`config.mk`:
```
export PLATFORM = sky130hd
export DESIGN_NAME = prof_event_tracer_flat
export DESIGN_NICKNAME = d
export VERILOG_FILES = /design/src/rtl/prof_trace_pkg.sv /design/src/rtl/prof_event_tracer_if.sv /design/src/rtl/prof_trace_fifo.sv /design/src/rtl/prof_event_tracer.sv /design/src/flat_wrapper.sv
export SDC_FILE = /design/constraint.sdc
export NUM_CORES = 1
export LEC_CHECK = 0
export BUFFER_PORTS_ARGS = -buffer_cell sky130_fd_sc_hd__buf_2
export CORE_MARGIN = 4
export CORE_UTILIZATION = 45
export DETAILED_ROUTE_END_ITERATION = 16
export GPL_TIMING_DRIVEN = 0
export PLACE_DENSITY = 0.67
export SYNTH_ARGS = -nofsm -noshare
export SYNTH_HDL_FRONTEND = slang
export SYNTH_SLANG_ARGS = --single-unit
```
`constraint.sdc`:
```
create_clock -name clk -period 7.71 [get_ports clk]
set_input_delay 0.3855 -clock clk [delete_from_list [all_inputs] [get_ports clk]]
set_output_delay 0.3855 -clock clk [all_outputs]
set_load 0.005 [all_outputs]
```
`src/rtl/prof_trace_pkg.sv`:
```
// Shared record layout, event-bit indices and drop-counter limits for the
// per-CU profiling event tracer.
package prof_trace_pkg;

    localparam int REC_W      = 64;
    localparam int EV_W       = 20;
    localparam int DROPS_W    = 3;
    localparam int VALU_LANES = 8;

    localparam int CUID_LSB   = 56;
    localparam int WRAP_BIT   = 55;
    localparam int DROPS_LSB  = 52;
    localparam int EV_LSB     = 32;
    localparam int TS_LSB     = 0;

    localparam int EV_SALU_START   = 0;
    localparam int EV_SALU_FINISH  = 1;
    localparam int EV_MEM_START    = 2;
    localparam int EV_MEM_FINISH   = 3;
    localparam int EV_VALU_START   = 4;
    localparam int EV_VALU_FINISH  = 12;

    localparam logic [DROPS_W-1:0] DROPS_MAX = 3'd7;

    // Field order matches the bit positions above: cuid in the top byte, ts in the low word.
    typedef struct packed {
        logic [7:0]         cuid;
        logic               wrap;
        logic [DROPS_W-1:0] drops;
        logic [EV_W-1:0]    events;
        logic [31:0]        ts;
    } trace_rec_t;

    typedef enum logic [1:0] {
        CAP_NONE,
        CAP_PUSH,
        CAP_DROP
    } cap_action_t;

    function automatic logic [DROPS_W-1:0] drops_sat_inc(input logic [DROPS_W-1:0] d);
        return (d == DROPS_MAX) ? d : d + DROPS_W'(1);
    endfunction

endpackage

```
`src/rtl/prof_event_tracer_if.sv`:
```
// Valid/ready trace-record stream from the tracer (master) to the trace reader (slave).
interface prof_event_tracer_if;
    import prof_trace_pkg::*;

    logic             out_valid;
    logic             out_ready;
    logic [REC_W-1:0] out_data;

    modport master (output out_valid, output out_data, input out_ready);
    modport slave  (input out_valid, input out_data, output out_ready);

endinterface

```
`src/rtl/prof_trace_fifo.sv`:
```
// Synchronous record FIFO with head-visible read, level count and
// asynchronous active-low reset of the pointers.
module prof_trace_fifo #(
    parameter int DEPTH = 16,
    parameter int WIDTH = 64,
    localparam int AW   = $clog2(DEPTH),
    localparam int LW   = AW + 1
) (
    input  logic             clk,
    input  logic             rst_n,
    input  logic             push,
    input  logic [WIDTH-1:0] push_data,
    input  logic             pop,
    output logic [WIDTH-1:0] head_data,
    output logic             full,
    output logic             empty,
    output logic [LW-1:0]    level
);

    logic [WIDTH-1:0] mem [DEPTH];

    logic [AW-1:0] wr_ptr_reg, wr_ptr_next;
    logic [AW-1:0] rd_ptr_reg, rd_ptr_next;
    logic [LW-1:0] level_reg, level_next;
    logic          do_push;
    logic          do_pop;

    assign full    = (level_reg == LW'(DEPTH));
    assign empty   = (level_reg == '0);
    assign level   = level_reg;
    assign do_pop  = pop && !empty;
    // A pop in the same cycle frees the slot, so a full FIFO can still take a push.
    assign do_push = push && (!full || do_pop);

    always_comb begin
        wr_ptr_next = wr_ptr_reg;
        rd_ptr_next = rd_ptr_reg;
        level_next  = level_reg;
        if (do_push) begin
            wr_ptr_next = wr_ptr_reg + AW'(1);
        end
        if (do_pop) begin
            rd_ptr_next = rd_ptr_reg + AW'(1);
        end
        case ({do_push, do_pop})
            2'b10:   level_next = level_reg + LW'(1);
            2'b01:   level_next = level_reg - LW'(1);
            default: level_next = level_reg;
        endcase
    end

    always_ff @(posedge clk or negedge rst_n) begin
        if (!rst_n) begin
            wr_ptr_reg <= '0;
            rd_ptr_reg <= '0;
            level_reg  <= '0;
        end else begin
            wr_ptr_reg <= wr_ptr_next;
            rd_ptr_reg <= rd_ptr_next;
            level_reg  <= level_next;
        end
    end

    // Storage carries no reset; emptiness is tracked by the pointers alone.
    always_ff @(posedge clk) begin
        if (do_push) begin
            mem[wr_ptr_reg] <= push_data;
        end
    end

    // Head read is combinational so a record is visible the cycle after capture.
    assign head_data = mem[rd_ptr_reg];

endmodule

```
`src/rtl/prof_event_tracer.sv`:
```
// Per-CU profiling event tracer: timestamps SALU/VALU/LSU issue and completion
// strobes, buffers one record per active cycle and streams them out.
module prof_event_tracer
    import prof_trace_pkg::*;
#(
    parameter int CUID       = 0,
    parameter int FIFO_DEPTH = 16,
    parameter int TS_WIDTH   = 32
) (
    input  logic                          clk,
    input  logic                          rst_n,
    input  logic                          prof_en,
    input  logic                          salu_start,
    input  logic                          salu_finish,
    input  logic                          mem_start,
    input  logic                          mem_finish,
    input  logic [VALU_LANES-1:0]         valu_start,
    input  logic [VALU_LANES-1:0]         valu_finish,
    prof_event_tracer_if.master           out_if,
    output logic [$clog2(FIFO_DEPTH):0]   fifo_level,
    output logic                          overflow
);

    localparam logic [TS_WIDTH-1:0] TS_MAX = {TS_WIDTH{1'b1}};

    logic [TS_WIDTH-1:0] ts_reg;
    logic                wrap_reg;
    logic [DROPS_W-1:0]  drops_reg, drops_next;
    logic                overflow_reg, overflow_next;

    logic [EV_W-1:0]     ev;
    logic                capture;
    logic                pop;
    logic                push;
    cap_action_t         cap_action;
    trace_rec_t          rec;

    logic [REC_W-1:0]    fifo_head;
    logic                fifo_full;
    logic                fifo_empty;

    assign ev[EV_SALU_START]  = salu_start;
    assign ev[EV_SALU_FINISH] = salu_finish;
    assign ev[EV_MEM_START]   = mem_start;
    assign ev[EV_MEM_FINISH]  = mem_finish;

    genvar gi;
    generate
        for (gi = 0; gi < VALU_LANES; gi++) begin : g_valu_ev
            assign ev[EV_VALU_START + gi]  = valu_start[gi];
            assign ev[EV_VALU_FINISH + gi] = valu_finish[gi];
        end
    endgenerate

    // A wrap pulse alone produces a record so the reader can extend the timestamp.
    assign capture = prof_en && ((ev != '0) || wrap_reg);
    assign pop     = !fifo_empty && out_if.out_ready;
    assign push    = (cap_action == CAP_PUSH);

    always_comb begin
        cap_action    = CAP_NONE;
        drops_next    = drops_reg;
        overflow_next = overflow_reg;
        if (capture) begin
            if (!fifo_full || pop) begin
                cap_action = CAP_PUSH;
                drops_next = '0;
            end else begin
                cap_action    = CAP_DROP;
                drops_next    = drops_sat_inc(drops_reg);
                overflow_next = 1'b1;
            end
        end
    end

    always_comb begin
        rec        = '0;
        rec.cuid   = 8'(CUID);
        rec.wrap   = wrap_reg;
        rec.drops  = drops_reg;
        rec.events = ev;
        rec.ts     = 32'(ts_reg);
    end

    always_ff @(posedge clk or negedge rst_n) begin
        if (!rst_n) begin
            ts_reg       <= '0;
            wrap_reg     <= 1'b0;
            drops_reg    <= '0;
            overflow_reg <= 1'b0;
        end else begin
            ts_reg       <= ts_reg + TS_WIDTH'(1);
            wrap_reg     <= (ts_reg == TS_MAX);
            drops_reg    <= drops_next;
            overflow_reg <= overflow_next;
        end
    end

    prof_trace_fifo #(
        .DEPTH (FIFO_DEPTH),
        .WIDTH (REC_W)
    ) u_fifo (
        .clk       (clk),
        .rst_n     (rst_n),
        .push      (push),
        .push_data (rec),
        .pop       (pop),
        .head_data (fifo_head),
        .full      (fifo_full),
        .empty     (fifo_empty),
        .level     (fifo_level)
    );

    assign out_if.out_valid = !fifo_empty;
    assign out_if.out_data  = fifo_empty ? '0 : fifo_head;
    assign overflow         = overflow_reg;

endmodule

```
`src/flat_wrapper.sv`:
```
// flat-port wrapper written by rule: the top's interface ports become plain ports
module prof_event_tracer_flat import prof_trace_pkg::*;
#(
    parameter int CUID       = 0,
    parameter int FIFO_DEPTH = 16,
    parameter int TS_WIDTH   = 32
)
  (clk, rst_n, prof_en, salu_start, salu_finish, mem_start, mem_finish, valu_start, valu_finish, fifo_level, overflow, out_if_out_valid, out_if_out_data, out_if_out_ready);
  prof_event_tracer_if out_if_i ();
  input  logic clk;
  input  logic rst_n;
  input  logic prof_en;
  input  logic salu_start;
  input  logic salu_finish;
  input  logic mem_start;
  input  logic mem_finish;
  input  logic [VALU_LANES-1:0] valu_start;
  input  logic [VALU_LANES-1:0] valu_finish;
  output logic [$clog2(FIFO_DEPTH):0] fifo_level;
  output logic overflow;
  output wire logic [$bits(out_if_i.out_valid)-1:0] out_if_out_valid;
  output wire logic [$bits(out_if_i.out_data)-1:0] out_if_out_data;
  input wire logic [$bits(out_if_i.out_ready)-1:0] out_if_out_ready;
  assign out_if_out_valid = out_if_i.out_valid;
  assign out_if_out_data = out_if_i.out_data;
  assign out_if_i.out_ready = out_if_out_ready;
  prof_event_tracer #(.CUID(CUID), .FIFO_DEPTH(FIFO_DEPTH), .TS_WIDTH(TS_WIDTH)) u_core (.clk(clk), .rst_n(rst_n), .prof_en(prof_en), .salu_start(salu_start), .salu_finish(salu_finish), .mem_start(mem_start), .mem_finish(mem_finish), .valu_start(valu_start), .valu_finish(valu_finish), .out_if(out_if_i), .fifo_level(fifo_level), .overflow(overflow));
endmodule
```
# Yosys cells after proc, flatten, opt, wreduce, memory -nomap -nowiden
# Memories as Yosys holds them, arrays and structs flattened.
# Index checks and enable logic that the tools add are counted.
[word_totals]
out_inout_bits = 71
elab_cells = 44
mem_bits_rw = 896
ff_bits = 50
mem_count = 1
input_bits = 24
[classes]
add_sub_neg = 6
mux = 8
n_eq_ne = 7
reduce_logical = 14
n_bitwise = 1
[mem_list]
columns = ["memory", "words", "word_bits", "read_ports", "rd_clocked_by_memory_dff", "write_ports", "line_no", "source"]
rows = [
  ["u_core.u_fifo.mem", 16, 56, 1, 0, 1, "prof_trace_fifo.sv:20", "logic [WIDTH-1:0] mem [DEPTH];"],
]
[op_table]
columns = ["cell", "n"]
rows = [
  ["two-way mux 64 bit", 1],
  ["adder 32 x 1 -> 32 bit (second input constant)", 1],
  ["== test 32 bit (second input constant)", 1],
  ["nonzero test 20 bit", 1],
  ["one-hot mux 5 bit (2 select lines)", 1],
  ["adder 4 x 1 -> 4 bit (second input constant)", 2],
  ["two-way mux 3 bit", 2],
  ["adder 5 x 1 -> 5 bit (second input constant)", 1],
  ["== test 5 bit (second input constant)", 1],
  ["zero test 5 bit", 1],
  ["subtractor 5 x 1 -> 5 bit (second input constant)", 1],
  ["== test 2 x 1 -> 1 bit (second input constant)", 2],
  ["logical AND 1 bit", 4],
  ["two-way mux 2 bit", 2],
  ["AND reduction 2 bit", 2],
  ["adder 3 x 1 -> 3 bit (second input constant)", 1],
  ["== test 3 bit (second input constant)", 1],
  ["logical OR 1 bit", 3],
  ["== test 2 bit (second input constant)", 1],
  ["zero test 1 bit", 2],
  ["two-way mux 1 bit", 2],
  ["inequality test 2 x 1 -> 1 bit (second input constant)", 1],
  ["nonzero test 2 bit", 1],
  ["inverter 1 bit", 1],
]

# Logic depth before layout (Yosys ltp)
[logic_depth]
word_depth = 10
mapped_depth = 14
mapped_depth_nobuf = 11

# Modules after synthesis
# From an unflattened synthesis, not the netlist that was laid out.
[hier_totals]
hier_cells = 1894
hier_area_um2 = 41237.0
[modules_own_cells]
columns = ["mod", "cells_per_inst", "seq_area_each_um2", "n_inst", "area_each_um2"]
rows = [
  ["prof_trace_fifo", 1675, 31074.8, 1, 39092.5],
  ["prof_event_tracer", 219, 925.9, 1, 2144.6],
]

# Least setup slack after synthesis
# Ideal clock, no wire load.
[synth_path]
kind = "flip-flop to flip-flop"
start = "reg u_core.u_fifo.level_reg[1] (netlist: u_core.u_fifo.level[1])"
end = "reg u_core.u_fifo.level_reg[4] (netlist: u_core.u_fifo.level[4])"
setup_time_ps = 129
path_stages_with_launch = 15
n_path_buf = 3
arrival_time_ps = 2970
setup_slack_ps = 4612
required_ps = 7581
period_less_slack_ps = 3098
path_cell_list = "dfrtp_1 -> buf_6 -> or4_4 -> o21ai_2 -> a21oi_2 -> buf_6 -> inv_1 -> ha_1 -> clkbuf_1 -> xor2_1 -> ha_1 -> o211a_1 -> or4_1 -> nand3_1 -> nor3b_1"
[synth_via]
elab_chain_cells = 10
word_cells_on_any_way = 18
cone_classes = "2 x add/sub; 4 x eq/ne; 3 x mux; 9 x reduce/logical"
[synth_rtl]
columns = ["element", "line_no", "source"]
rows = [
  ["from (decl)", "prof_trace_fifo.sv:24", "logic [LW-1:0] level_reg, level_next;"],
  ["from (signal assigned)", "prof_trace_fifo.sv:60", "level_reg <= level_next;"],
  ["zero test 5 bit", "prof_trace_fifo.sv:29", "assign empty = (level_reg == '0);"],
  ["zero test 1 bit", "prof_trace_fifo.sv:31, prof_event_tracer.sv:57", ""],
  ["logical AND 1 bit", "prof_event_tracer.sv:57", "assign pop = !fifo_empty && out_if.out_ready;"],
  ["logical OR 1 bit", "prof_event_tracer.sv:65", "if (!fifo_full || pop) begin"],
  ["two-way mux 2 bit", "prof_event_tracer.sv:65", ""],
  ["two-way mux 2 bit", "prof_event_tracer.sv:64", "if (capture) begin"],
  ["== test 2 x 1 -> 1 bit", "prof_event_tracer.sv:58", "assign push = (cap_action == CAP_PUSH);"],
  ["logical AND 1 bit", "prof_trace_fifo.sv:33", "assign do_push = push && (!full || do_pop);"],
  ["== test 2 x 1 -> 1 bit or == test 2 bit (tied branches)", "prof_trace_fifo.sv:45", "case ({do_push, do_pop})"],
  ["one-hot mux 5 bit (2 select lines) or nonzero test 2 bit (tied branches)", "--", ""],
]
# Parallel ways exist; a longest one is shown, timed or not.
# A chain may end at the register's enable or synchronous reset.

# Worst setup path in the final report
[layout_path]
start = "reg u_core.u_fifo.level_reg[1] (netlist: u_core.u_fifo.level[1])"
end = "out out_if_out_data[31]"
[layout_via]
elab_chain_cells = 2
[layout_rtl]
columns = ["element", "line_no", "source"]
rows = [
  ["zero test 5 bit", "prof_trace_fifo.sv:29", ""],
  ["two-way mux 64 bit", "prof_event_tracer.sv:115", "assign out_if.out_data = fifo_empty ? '0 : fifo_head;"],
  ["to (decl)", "flat_wrapper.sv:22", "output wire logic [$bits(out_if_i.out_data)-1:0] out_if_out_data;"],
]
# No other way between the ends.

==> metrics.csv <==
stage;metric;value;unit
finish;area taken by flip-flops and latches;28200;um2
clock_tree;Reg clk slew, reported paths;0.06;ns
critical_path;Critical Path Source;u_core.u_fifo.level[1];
floorplan;Initial Utilization;0.455;
sta;minimum clock period;3.91;ns
yosys;sequential-to-total area share from yosys stat;0.769;
clock_tree;clock sinks;946;
power_and_ir_drop;P_leak;0.0148;uW
critical_path;most frequent CP cell;nand2b_1;
finish;# diodes;0;
drt;# DRC;0;
sta;Max Slew Vio Count;0;
sta;count of final setup violators;0;
clock_tree;post-cts sizing count;0;
power_and_ir_drop;Net Sw Frac;0.296;
yosys;adder-cell share of the synthesized area;0.00410;
critical_path;Slowest cell on crit path;clkbuf_1;
outcome;run status;finished, final reports clean;
sta;unrepaired setup endpoints after global routing;no;
yosys;synth warn;0;
min_path;Hold Crit Start;valu_start[5];
yosys;multiplexer share of the synthesized area;0.170;
power_and_ir_drop;Pwr Density;350;nW/um2
clock_tree;CTS Buf Count;94;
critical_path;Worst Path Required;7.32;ns
sta;Least-Margin Pin Slew;1.21;ns
clock_tree;CTS tree;built;
clock_tree;clock latency on the worst-skew pair;0.63;ns
finish;fill count;6100;
yosys;syn_area_per_cell;22.5;um2
yosys;Post-synth EDFFs;896;
finish;area grow syn2layout;14.8;%
drt;wire length per cell;28.3;um
drt;antenna-violating nets left;0;
sta;Final Hold Viols;0;
critical_path;CP Cell Sequence;buf_6, nor4_1, nand2b_1, nand2b_1, clkbuf_1, o22ai_1, buf_2;
drt;DR pass1 iterations;5;
finish;max reg flops;896;
power_and_ir_drop;sequential power share;0.413;
critical_path;critical path endpoint category;output port;
finish;area of the multi-input gates;8020;um2
yosys;Synth Area in Compound Gates;0.0142;
power_and_ir_drop;Logic pwr share;0.276;
floorplan;die height;293;um
critical_path;Worst EP arrival;3.53;ns
sta;worst rel slew slack;0.195;
power_and_ir_drop;clock network fraction of total power;0.311;
global_routing;number of global-route vias before repair;18600;
critical_path;WS Path Type;reg2out;
floorplan;Die ar.;86000;um2
placed_design;HPWL after DPL;47000;um
power_and_ir_drop;Internal Pwr Total;10400;uW
critical_path;cell family with most CP delay;buffers and inverters;
power_and_ir_drop;Psw;4360;uW
clock_tree;clock root cell;clkbuf_16;
sta;Final Skew;0.0166;ns
yosys;synthesized area;36600;um2
clock_tree;Max Root-Sink Buffers;3;
clock_tree;H-tree depth;3;
finish;NumNets Final;1869;
yosys;main flop type after synthesis;edfxtp_1;
finish;Final Core Density;0.522;
yosys;Synth Register Bits;946;
yosys;main combinational cell family by area after synthesis;multiplexers;
drt;routed wire length;84100;um
run;Max Cap Viol;0;
yosys;Netlist cell types;52;
floorplan;Die Wd;293;um
yosys;Post-Synth Simple-Gate Area;0.0190;
floorplan;core area;80500;um2
drt;Iter 0 DRT Violations;1953;
finish;share of post-route cells with drive strength above 1;0.295;
floorplan;I/O Pins;95;
global_routing;pin count of the biggest net entering global routing;51;
critical_path;crit-path max FO;10;
drt;Avg Vias per Cell;5.90;
finish;commonest non-fill, non-tap cell in the layout;edfxtp_1;
global_routing;first-pass GRT wire length;124000;um
drt;routed via count;17500;
yosys;xor/xnor share of the synthesized area;0.00953;
sta;Tcrit/Tclk final;0.507;
finish;most frequent cells in the layout;896 x edfxtp_1, 224 x mux4_2, 128 x buf_2;
sta;Fmax achieved;256;MHz
critical_path;CP startpoint kind;flop;
floorplan;# rows;104;
placed_design;Port Buffers;86;
global_routing;GR Overflow Total;0;
yosys;ys async rst share;0.0529;
global_routing;initial antenna violation count;0;
critical_path;Critical Path Max Stage Delay;0.90;ns
critical_path;CP Buf/Inv Count;3;
sta;setup TNS;0;ns
yosys;Synth Instances;1627;
critical_path;RR Startpoint;u_core.wrap_reg;
power_and_ir_drop;Peak VDD IR;198;uV
placed_design;gpl congestion;0.759;
min_path;hold crit path type;in2reg;
global_routing;Tot GR Track Use;0.197;
-- metrics by stage --
| stage | total power, uW | setup slack (ns) | area [um2] | hold WS, ns | instances |
|---|---|---|---|---|---|
| floorplan | 8720 | 4.61 | 36600 | 0.0899 | 1634 |
| global placement | 10200 | 2.46 | 38400 | 0.450 | 2780 |
| detailed placement | 10300 | 3.49 | 38900 | 0.452 | 2796 |
| CTS | 14900 | 3.77 | 42000 | 0.102 | 2970 |
| global route | 15300 | 3.48 | 42000 | 0.135 | 2971 |
| finish | 14700 | 3.80 | 42000 | 0.143 | 2971 |
-- Yosys cell counts (7+ instances only) --
master,count,share of area
nor2_1,12,0.0012
clkbuf_1,14,0.0014
xnor2_1,26,0.0062
xor2_1,12,0.0029
ha_1,12,0.0041
o22ai_1,56,0.0096
buf_2,43,0.0059
buf_4,22,0.0045
mux4_2,224,0.14
inv_1,10,0.0010
nand3_1,19,0.0026
dfrtp_1,50,0.034
nand2b_1,7,0.0012
edfxtp_1,896,0.73
nand2_1,14,0.0014
nand4_1,9,0.0015
and3_1,17,0.0029
mux2i_1,112,0.031
-- area by class of cell --
| type | count | area share |
|---|---|---|
| Sequential cell | 946 | 0.670 |
| Multi-Input combinational cell | 590 | 0.191 |
| Clock buffer | 114 | 0.0593 |
| Tap cell | 1060 | 0.0316 |
| Timing Repair Buffer | 103 | 0.0208 |
| Clock inverter | 60 | 0.0147 |
| Buffer | 88 | 0.0118 |
| Inverter | 10 | 0.000893 |
-- path summary, 6_finish.rpt --
| check | slack, ns | depth (start not counted) | endpoint |
|---|---|---|---|
| setup reg to reg | 3.87 | 13 | u_core.u_fifo.level[4] |
| max in group asynchronous | 6.81 | 2 | u_core.ts_reg[31] |
| hold reg to reg | 0.48 | 1 | u_core.overflow |
| hold / removal | 0.14 | 1 | u_core.u_fifo.mem[0][41] |
| min in group asynchronous | 0.39 | 2 | u_core.overflow |
| setup / recovery | 3.80 | 7 | out_if_out_data[31] |
-- power groups by stage --
stage | clock network, uW | registers (uW) | logic (uW)
6_report | 4580 | 6080 | 4060
3_5_place_dp | 0 | 6180 | 4130
2_1_floorplan | 0 | 6180 | 2540
5_1_grt | 4880 | 6100 | 4330
4_1_cts | 4650 | 6080 | 4140
3_3_place_gp | 0 | 6230 | 3980
-- routing by layer --
metal | routed length (um) | vias to the layer above | track usage
met1 | 35300 | 9411 | 0.282
met2 | 40600 | 721 | 0.313
met3 | 6070 | 137 | 0.0352
met5 | 0 | - | 0
li1 | - | 7267 | -
met4 | 2100 | 0 | 0.0596
-- repair_timing --
item,in CTS,in global routing
hold buffers,0,1
setup buffers,0,0
hold endpoints to repair,0,50
endpoints found under the setup margin,0,0
-- kinds of logic (layout without fill, tap and decap cells) --
family | Yosys count | after routing
DFF | 946 | 946
muxes | 339 | 339
and+or+nand+nor | 114 | 114
buffers and inverters | 98 | 375
AOI/OAI and AO/OA | 78 | 78
xor gates and xnor gates | 39 | 39
adders and majority gates | 12 | 12
other | 1 | 8
Note: power is estimated with default switching activity, not from simulation.
